### config.mk
export PLATFORM = sky130hd
export DESIGN_NAME = tx_module
export DESIGN_NICKNAME = d
export VERILOG_FILES = /design/src/rtl/uart_pkg.sv /design/src/rtl/tx_module.sv
export SDC_FILE = /design/constraint.sdc
export NUM_CORES = 1
export LEC_CHECK = 0
export ABC_AREA = 1
export CORE_MARGIN = 2
export CORE_UTILIZATION = 40
export CTS_CLUSTER_SIZE = 16
export DETAILED_ROUTE_END_ITERATION = 7
export PLACE_DENSITY = 0.62
export RECOVER_POWER = 25
export SETUP_SLACK_MARGIN = 0.1
export SLEW_MARGIN = 20
export SYNTH_ARGS = -nofsm -noshare
export SYNTH_HDL_FRONTEND = slang
export SYNTH_SLANG_ARGS = --single-unit
### constraint.sdc
create_clock -name clk -period 1.75 [get_ports clk]
set_input_delay 0.35 -clock clk [delete_from_list [all_inputs] [get_ports clk]]
set_output_delay 0.35 -clock clk [all_outputs]
set_load 0.01 [all_outputs]
### src/rtl/uart_pkg.sv
// -----------------------------------------------------------------------------
// uart_pkg
// Shared UART definitions used by both the transmitter (tx_module) and the
// receiver: FSM state encoding, default oversample ratio and a parity helper.
//
// Optional feature macro: TX_PARITY_EN
//   When defined, the state encoding gains ST_PARITY (even-parity bit slot
//   between the data bits and the stop bit).
// -----------------------------------------------------------------------------
package uart_pkg;

    // Ticks per serial bit period; the receiver uses the same ratio.
    localparam int UART_OVERSAMPLE = 16;

    typedef enum logic [2:0] {
        ST_IDLE   = 3'd0,
        ST_START  = 3'd1,
        ST_DATA   = 3'd2,
        ST_STOP   = 3'd3
`ifdef TX_PARITY_EN
        ,
        ST_PARITY = 3'd4
`endif
    } uart_state_t;

    // Even parity: the bit that makes the total count of ones even.
    function automatic logic even_parity(input logic [7:0] data);
        return ^data;
    endfunction

endpackage

### src/rtl/tx_module.sv
// -----------------------------------------------------------------------------
// tx_module
// UART transmitter. Serialises one byte per frame: start bit (0), 8 data bits
// LSB first, optional even-parity bit, one stop bit (1). Every bit lasts
// exactly OVERSAMPLE pulses of the external tick strobe; this block contains
// no baud divider of its own.
//
// Optional feature macro: TX_PARITY_EN
//   Defined   : frame = start + 8 data + parity + stop (11 bit periods).
//   Undefined : frame = start + 8 data + stop (10 bit periods).
//
// Parameters
//   OVERSAMPLE : ticks per serial bit period (default from uart_pkg)
//
// Ports
//   clk      in  1  system clock, rising edge
//   rst      in  1  synchronous active-high reset (aborts any frame)
//   tick     in  1  one-cycle oversample strobe
//   tx_start in  1  request to send txdata (honoured only when idle)
//   txdata   in  8  byte to send, captured on acceptance
//   tx       out 1  serial line, idle high
//   tx_busy  out 1  high from acceptance until frame end
//   tx_done  out 1  one-cycle pulse at frame end
// -----------------------------------------------------------------------------
module tx_module
    import uart_pkg::*;
#(
    parameter int OVERSAMPLE = UART_OVERSAMPLE
) (
    input  logic       clk,
    input  logic       rst,
    input  logic       tick,
    input  logic       tx_start,
    input  logic [7:0] txdata,
    output logic       tx,
    output logic       tx_busy,
    output logic       tx_done
);

    // A ratio of 1 would give a zero-width counter; keep at least one bit.
    localparam int CNT_W = (OVERSAMPLE > 1) ? $clog2(OVERSAMPLE) : 1;
    localparam logic [CNT_W-1:0] CNT_LAST = CNT_W'(OVERSAMPLE - 1);

    uart_state_t      r_state;
    logic [CNT_W-1:0] r_cnt;
    logic [3:0]       r_bit;
    logic [7:0]       r_shift;
    logic             r_tx;
    logic             r_busy;
    logic             r_done;
`ifdef TX_PARITY_EN
    logic             r_par;
`endif

    // Final tick of the current bit period.
    logic w_bit_end;
    assign w_bit_end = tick && (r_cnt == CNT_LAST);

    assign tx      = r_tx;
    assign tx_busy = r_busy;
    assign tx_done = r_done;

    always_ff @(posedge clk) begin
        if (rst) begin
            r_state <= ST_IDLE;
            r_cnt   <= '0;
            r_bit   <= '0;
            r_shift <= 8'hFF;
            r_tx    <= 1'b1;
            r_busy  <= 1'b0;
            r_done  <= 1'b0;
`ifdef TX_PARITY_EN
            r_par   <= 1'b0;
`endif
        end else begin
            r_done <= 1'b0;
            case (r_state)
                ST_IDLE: begin
                    r_tx <= 1'b1;
                    // A tick coinciding with acceptance is deliberately not
                    // counted: the counter starts from zero in ST_START.
                    if (tx_start) begin
                        r_shift <= txdata;
                        r_cnt   <= '0;
                        r_bit   <= '0;
                        r_tx    <= 1'b0;
                        r_busy  <= 1'b1;
                        r_state <= ST_START;
`ifdef TX_PARITY_EN
                        r_par   <= even_parity(txdata);
`endif
                    end
                end

                ST_START: begin
                    if (w_bit_end) begin
                        r_cnt   <= '0;
                        r_tx    <= r_shift[0];
                        r_state <= ST_DATA;
                    end else if (tick) begin
                        r_cnt <= r_cnt + 1'b1;
                    end
                end

                ST_DATA: begin
                    if (w_bit_end) begin
                        r_cnt <= '0;
                        if (r_bit == 4'd7) begin
`ifdef TX_PARITY_EN
                            r_tx    <= r_par;
                            r_state <= ST_PARITY;
`else
                            r_tx    <= 1'b1;
                            r_state <= ST_STOP;
`endif
                        end else begin
                            // Next bit is shift[1]; refill with ones so the
                            // register drains back to its idle value.
                            r_bit   <= r_bit + 1'b1;
                            r_tx    <= r_shift[1];
                            r_shift <= {1'b1, r_shift[7:1]};
                        end
                    end else if (tick) begin
                        r_cnt <= r_cnt + 1'b1;
                    end
                end

`ifdef TX_PARITY_EN
                ST_PARITY: begin
                    if (w_bit_end) begin
                        r_cnt   <= '0;
                        r_tx    <= 1'b1;
                        r_state <= ST_STOP;
                    end else if (tick) begin
                        r_cnt <= r_cnt + 1'b1;
                    end
                end
`endif

                ST_STOP: begin
                    // Busy drops with the done pulse so a request present in
                    // that same cycle is accepted on the next edge.
                    if (w_bit_end) begin
                        r_cnt   <= '0;
                        r_tx    <= 1'b1;
                        r_busy  <= 1'b0;
                        r_done  <= 1'b1;
                        r_state <= ST_IDLE;
                    end else if (tick) begin
                        r_cnt <= r_cnt + 1'b1;
                    end
                end

                default: begin
                    r_tx    <= 1'b1;
                    r_busy  <= 1'b0;
                    r_state <= ST_IDLE;
                end
            endcase
        end
    end

endmodule

==> results of run 1 <==
## power by group through the flow
stage,sequential (mW),clock [mW],combinational [mW]
6_report,0.695,0.240,1.22
5_1_grt,0.711,0.277,1.40
4_1_cts,0.694,0.257,1.13
3_5_place_dp,0.705,0,1.12
3_3_place_gp,0.700,0,1.12
2_1_floorplan,0.703,0,0.844
## flip-flops by register name (all words and copies together) (netlist names)
signal	count
r_bit	4
tx_done	1
r_cnt	4
tx_busy	1
r_state	2
r_shift	8
tx	1
## placed cells by master, fill, tap and decap left out, drive strengths merged, types with 3 or more instances in the layout
| master | n |
|---|---|
| nor2 | 24 |
| dfxtp | 21 |
| ha | 8 |
| buf | 10 |
| a21oi | 7 |
| inv | 14 |
| clkbuf | 3 |
| nand2 | 64 |
| clkdlybuf4s50 | 14 |
| o21ai | 5 |
| nand3 | 19 |
## kinds of logic after synthesis
family	synth area share [%]
AO/OA/AOI/OAI	7.16
XOR/XNOR	1.47
adder cells (fa/ha/maj)	8.42
buffers and inverters	6.74
flip-flops	35.4
AND/OR/NAND/NOR	40.8
## final cells by class
cell class | instances | area [sq um] | share of cell area (%)
Multi-Input combinational cell | 137 | 709 | 48.5
Inverter | 14 | 52.6 | 3.59
Timing Repair Buffer | 24 | 215 | 14.7
Sequential cell | 21 | 420 | 28.7
Tap cell | 31 | 38.8 | 2.65
Clock buffer | 3 | 22.5 | 1.54
Clock inverter | 1 | 5.00 | 0.342
## path summary, 6_finish.rpt
| kind | depth (start not counted) | end | slack, ns | startpoint |
|---|---|---|---|---|
| max reg2reg | 9 | r_bit[0]$_SDFFE_PP0P_ | 0.18 | r_bit[0]$_SDFFE_PP0P_ |
| min | 2 | r_shift[5]$_SDFFE_PP1P_ | 0.49 | r_shift[5]$_SDFFE_PP1P_ |
| min reg2reg | 2 | r_shift[5]$_SDFFE_PP1P_ | 0.49 | r_shift[5]$_SDFFE_PP1P_ |
| max | 9 | r_bit[0]$_SDFFE_PP0P_ | 0.18 | r_bit[0]$_SDFFE_PP0P_ |
## worst max-delay path, delay by kind of cell (launching register included)
| family | cells | cell delay, ns |
|---|---|---|
| DFF | 1 | 0.37 |
| buffers and inverters | 1 | 0.08 |
| adders and majority gates | 1 | 0.24 |
| and+or+nand+nor | 7 | 0.78 |
## metal layers
layer / vias up / GRT usage, %
li1: 603 / -
met5: - / 0
met4: 0 / 4.98
met2: 16 / 25.8
met3: 2 / 3.30
met1: 532 / 23.7
## what timing repair did
item | in CTS | in global routing
resized for setup | 0 | 5
buffers inserted | 0 | 2
setup endpoints to repair | 0 | 16
## per-stage QoR
stage                     hold slack, ns  util [%]  setup WS, ns
after floorplan                    0.433         -         0.258
after global placement             0.451      50.3        0.0153
after detailed placement           0.456      50.3        0.0146
after CTS                          0.492      51.3         0.136
after global routing               0.513      52.6        0.0678
final                              0.488      52.6         0.184
==> run metrics, run 1 <==
max-cap check violation count 0; Syn-to-layout area delta 23.2%; met2 WL 1200 um; Synth cell types 24; most numerous cell types in the synthesized netlist sky130_fd_sc_hd__nand2_1 (60), sky130_fd_sc_hd__nor2_1 (22), sky130_fd_sc_hd__dfxtp_1 (21); Logic pwr share 56.6%; number of flip-flops and latches in the synthesized netlist 21; H-Tree Depth 1; dominant cell by count in the synthesized netlist sky130_fd_sc_hd__nand2_1; clk sink count 21; aggregate global routing overflow 0; net total in the final layout 221; worst ir drop on vdd 0.000840 V; antenna violations before repair 0; Yosys top cell by area sky130_fd_sc_hd__dfxtp_1; Mean Syn Cell Area 6.75 sq um; hold buffer count at cts 0; Total Power Consumption 2.16 mW; total internal power 1.20 mW; gate count of the mapped netlist 176; antenna-violating nets left 0; clock insertion delay at the later pin of the skew report 0.31 ns; type of the setup path with the least slack register to register; RSZ-0062 raised after global routing false; overall track demand over capacity in global routing 16.8%; startpoint kind of the worst setup timing path register; max frequency 638 MHz; max-slew violation total from the final report 0; maximum number of pins on one net before global-route repair 13; die extent in x 58.5 um; # rows 19; normalized max-slew margin 78.5%; gp weighted congestion 0.803; placed cells 224; Post-synth EDFFs 0; Met3 Wirelength 88 um; I/O pin total 15; post-route cell area 1460 sq um; sequential fraction of design power 32.2%; Clock Path Buffers 2; setup TNS 0 ns; worst min path class register to register; number of warnings reported in the yosys synthesis log 0; Detailed Route WL 2680 um; outcome complete, no violations; worst clock skew on the final layout 0.00316 ns; Diodes inserted 0; first-pass GRT wire length 4540 um; overall via count from detail_route 1153; Worst Tran Pin Value 0.322 ns; post-CTS clock slew at the launch and capture registers of the worst setup and hold paths 0.12 ns; maximum single-stage delay on the critical path 0.37 ns; series of cell instances along the critical path ha_1 > nand3_1 > nand2_1 > nand2_2 > inv_2 > nor2_4 > nand2_1 > nand2_1 > nor2_1; DRC violation count after routing 0; fin crit period 1.57 ns; cell at the root of the clock tree sky130_fd_sc_hd__clkbuf_4; ratio of cells with drive above 1 in the final layout 13.0%; setup violation total in the final timing report 0; TritonCTS Buffers 3; async set-or-reset flop fraction in the synthesized netlist 0%; arrival time reported for the critical path endpoint 1.79 ns; Vias/cell 4.99; most used flip-flop cell after synthesis sky130_fd_sc_hd__dfxtp_1; Die Y-Extent 58.5 um; top routing layer used met4; cell mode on critical path sky130_fd_sc_hd__nand2_1; Yosys top cell area share 35.4%; post-placement cell area 1400 sq um; post-synth design cell area 1190 sq um; effective utilization at floorplan 42.7%; Placeable Area 2780 sq um; final count of hold timing violations 0; data required time at the worst endpoint 1.97 ns; overall die area 3420 sq um; fraction of the cycle the final worst path needs 89.5%; register area share after synthesis 35.4%; PD cells 1470 nW/um^2; maximum fanout along the worst path 6; HPWL after detailed placement 1950 um; net load switching power 0.959 mW; Routed wire per std cell 11.6 um; cell leakage power 0.681 nW; buffers added on ports 14; non-filler instance count after layout 231; relative contribution of the clock network to total power 11.1%; ranking of synthesized cells by area sky130_fd_sc_hd__dfxtp_1 (35%), sky130_fd_sc_hd__nand2_1 (19%), sky130_fd_sc_hd__ha_1 (8.4%); type of destination of the critical path register; Layout fillers 277; DR pass1 iterations 4; vias in the first global route 1039; Critical Path Slowest Stage Cell sky130_fd_sc_hd__dfxtp_1; total routed wire length on the met1 layer 1380 um; nets in the synthesized netlist 196; CTS tree built; fraction of power spent switching nets 44.5%; initial drt markers 46
Power figures use the tool's default switching activity.
==> inputs of run 2 (changes only) <==
--- a/config.mk
+++ b/config.mk
@@ -6,11 +6,12 @@
 export NUM_CORES = 1
 export LEC_CHECK = 0
 export ABC_AREA = 1
+export CAP_MARGIN = 20
 export CORE_MARGIN = 2
 export CORE_UTILIZATION = 40
 export CTS_CLUSTER_SIZE = 16
 export DETAILED_ROUTE_END_ITERATION = 7
-export PLACE_DENSITY = 0.62
+export PLACE_DENSITY = 0.64
 export RECOVER_POWER = 25
 export SETUP_SLACK_MARGIN = 0.1
 export SLEW_MARGIN = 20
==> constraint.sdc (replaced) <==
create_clock -name clk -period 1.28 [get_ports clk]
set_input_delay 0.256 -clock clk [delete_from_list [all_inputs] [get_ports clk]]
set_output_delay 0.256 -clock clk [all_outputs]
set_load 0.01 [all_outputs]
==> run metrics, run 2 (synthesis results as in run 1) <==
relative contribution of the clock network to total power 8.8% (was 11.1%); buffers added on ports 14 (unchanged); PD cells 2080 nW/um^2 (was 1470 nW/um^2); normalized max-slew margin 82.9% (was 78.5%); # rows 19 (unchanged); DRC violation count after routing 0 (unchanged); Die Y-Extent 58.5 um (unchanged); net load switching power 1.70 mW (was 0.959 mW); Worst Tran Pin Value 0.256 ns (was 0.322 ns); post-CTS clock slew at the launch and capture registers of the worst setup and hold paths 0.13 ns (was 0.12 ns); overall track demand over capacity in global routing 20.7% (was 16.8%); largest reg by FF count r_shift (unchanged); Syn-to-layout area delta 56.0% (was 23.2%); first-pass GRT wire length 5490 um (was 4540 um); maximum single-stage delay on the critical path 0.39 ns (was 0.37 ns); fin crit period 1.36 ns (was 1.57 ns); type of the setup path with the least slack register to register (unchanged); highest-count cells in the layout ignoring fill and taps sky130_fd_sc_hd__nand2_1 (49), sky130_fd_sc_hd__buf_4 (27), sky130_fd_sc_hd__nor2_1 (20) (was sky130_fd_sc_hd__nand2_1 (59), sky130_fd_sc_hd__nor2_1 (22), sky130_fd_sc_hd__dfxtp_1 (21)); final count of hold timing violations 0 (unchanged); HPWL after detailed placement 2120 um (was 1950 um); maximum number of pins on one net before global-route repair 13 (unchanged); DR pass1 iterations 5 (was 4); launch instance of the worst register-to-register path r_state[0]$_SDFFE_PP0P_ (was r_bit[0]$_SDFFE_PP0P_); max-cap check violation count 0 (unchanged); ratio of cells with drive above 1 in the final layout 41.9% (was 13.0%); maximum fanout along the worst path 6 (unchanged); CTS tree built (unchanged); register-to-register setup slack -0.08 ns (was 0.18 ns); startpoint kind of the worst setup timing path register (unchanged); RSZ-0062 raised after global routing true (was false); cell mode on critical path sky130_fd_sc_hd__nor2_1 (was sky130_fd_sc_hd__nand2_1); capture instance of the worst register-to-register path r_bit[2]$_SDFFE_PP0P_ (was r_bit[0]$_SDFFE_PP0P_); aggregate global routing overflow 0 (unchanged); Critical Path Slowest Stage Cell sky130_fd_sc_hd__dfxtp_4 (was sky130_fd_sc_hd__dfxtp_1); violated checks negative setup slack; post-placement cell area 1630 sq um (was 1400 sq um); post-route cell area 1850 sq um (was 1460 sq um); antenna violations before repair 0 (unchanged); gp weighted congestion 0.803 (about the same); initial drt markers 36 (was 46); type of destination of the critical path register (unchanged); cell leakage power 0.833 nW (was 0.681 nW); max frequency 738 MHz (was 638 MHz); worst clock skew on the final layout 0.00378 ns (was 0.00316 ns); net total in the final layout 243 (was 221); Diodes inserted 0 (unchanged); I/O pin total 15 (unchanged); worst ir drop on vdd 0.00131 V (was 0.000840 V); die extent in x 58.5 um (unchanged); TritonCTS Buffers 3 (unchanged); total internal power 2.16 mW (was 1.20 mW); worst min path class register to register (unchanged); worst-case hold slack 0.484 ns (was 0.488 ns); fraction of the cycle the final worst path needs 106% (was 89.5%); Total Power Consumption 3.85 mW (was 2.16 mW); data required time at the worst endpoint 1.53 ns (was 1.97 ns); commonest non-fill, non-tap cell in the layout sky130_fd_sc_hd__nand2_1 (unchanged); vias in the first global route 1314 (was 1039); Placeable Area 2780 sq um (unchanged); overall via count from detail_route 1297 (was 1153); outcome complete, but fails checks (was complete, no violations); Reg2Reg Depth 8 (was 9); arrival time reported for the critical path endpoint 1.61 ns (was 1.79 ns); Logic pwr share 65.4% (was 56.6%); Setup WS post-layout -0.0754 ns (was 0.184 ns); launch point of the critical path r_state[0]$_SDFFE_PP0P_ (was r_bit[0]$_SDFFE_PP0P_); destination of the critical timing path r_bit[2]$_SDFFE_PP0P_ (was r_bit[0]$_SDFFE_PP0P_); fraction of power spent switching nets 44.0% (was 44.5%); setup TNS -0.806 ns (was 0 ns); setup violation total in the final timing report 17 (was 0); clk sink count 21 (unchanged); H-Tree Depth 1 (unchanged); antenna-violating nets left 0 (unchanged); Detailed Route WL 3220 um (was 2680 um); series of cell instances along the critical path inv_6 > ha_4 > inv_2 > buf_4 > nor2_1 > nor2_1 > nand3_1 > a21oi_2 (was ha_1 > nand3_1 > nand2_1 > nand2_2 > inv_2 > nor2_4 > nand2_1 > nand2_1 > nor2_1); max-slew violation total from the final report 0 (unchanged); Layout fillers 246 (was 277); cell at the root of the clock tree sky130_fd_sc_hd__clkbuf_4 (unchanged); max FFs per register 8 (unchanged); Vias/cell 5.13 (was 4.99); Routed wire per std cell 12.7 um (was 11.6 um); clock insertion delay at the later pin of the skew report 0.31 ns (about the same); effective utilization at floorplan 42.7% (unchanged); overall die area 3420 sq um (unchanged); Clock Path Buffers 2 (unchanged); top flop regs r_shift: 8 flops, r_bit: 4 flops, r_cnt: 4 flops (unchanged); sequential fraction of design power 25.8% (was 32.2%)
## run 2: cell count changes in the layout (fill, tap and decap cells not counted), sizes merged
| cell | delta |
|---|---|
| buf | +22 |
| clkdlybuf4s50 | -3 |
| clkbuf | +2 |
| clkdlybuf4s15 | +1 |
| nand3 | +1 |
| nor2 | -1 |
## run 2: metal layers
| layer | GRT usage [%] | wire [um] |
|---|---|---|
| met1 | 23.7 | 1390 |
| met2 | 36.6 | 1680 |
| met3 | 3.96 | 95 |
| met4 | 9.97 | 52 |
| met5 | 0 | 0 |
## run 2: power by group through the flow
stage / sequential, mW / clock [mW] / combinational, mW
floorplan: 1.01 / 0 / 1.31
global placement: 0.981 / 0 / 1.93
detailed placement: 0.986 / 0 / 1.97
CTS: 0.985 / 0.345 / 2.37
global route: 1.02 / 0.386 / 2.77
finish: 0.993 / 0.341 / 2.52
## run 2: timing repair
item	in CTS	in global routing
cloned	1	0
endpoints found under the setup margin	24	24
resized for setup	36	16
hold buffers	0	0
buffers inserted	4	1
pin swaps	7	4
## run 2: critical path, delay by kind of cell, from the launching register on
family,cells,cell delay (ns)
compound gates,1,0.16
simple gates,3,0.29
buf+inv,3,0.28
fa+ha+maj,1,0.18
flops,1,0.39
## run 2: metrics by stage
stage / utilization [%] / worst slack (ns) / std cells
floorplan: - / 0.00620 / 176
finish: 66.7 / -0.0754 / 253
global route: 66.7 / -0.146 / 253
global placement: 58.7 / -0.330 / 243
CTS: 65.2 / -0.0591 / 252
detailed placement: 58.7 / -0.348 / 243
## run 2: worst min path at each step
stage	start	end	cells past startpoint	slack (ns)
floorplan	txdata[7]	r_shift[7]$_SDFFE_PP1P_	2	0.37
global placement	r_shift[7]$_SDFFE_PP1P_	r_shift[7]$_SDFFE_PP1P_	2	0.45
detailed placement	r_shift[7]$_SDFFE_PP1P_	r_shift[7]$_SDFFE_PP1P_	2	0.45
CTS	r_shift[7]$_SDFFE_PP1P_	r_shift[7]$_SDFFE_PP1P_	2	0.49
global route	r_shift[0]$_SDFFE_PP1P_	r_shift[0]$_SDFFE_PP1P_	2	0.51
finish	r_shift[7]$_SDFFE_PP1P_	r_shift[7]$_SDFFE_PP1P_	2	0.48
## run 2: area by class of cell
type                    instances  area [sq um]  area share [%]
clock buffers                   3          22.5            1.21
clock inverters                 1          5.00           0.270
inverters                      14          65.1            3.51
multi-input cells             137           902            48.7
flip-flops and latches         21           433            23.3
well taps                      31          38.8            2.09
repair buffers                 46           388            20.9
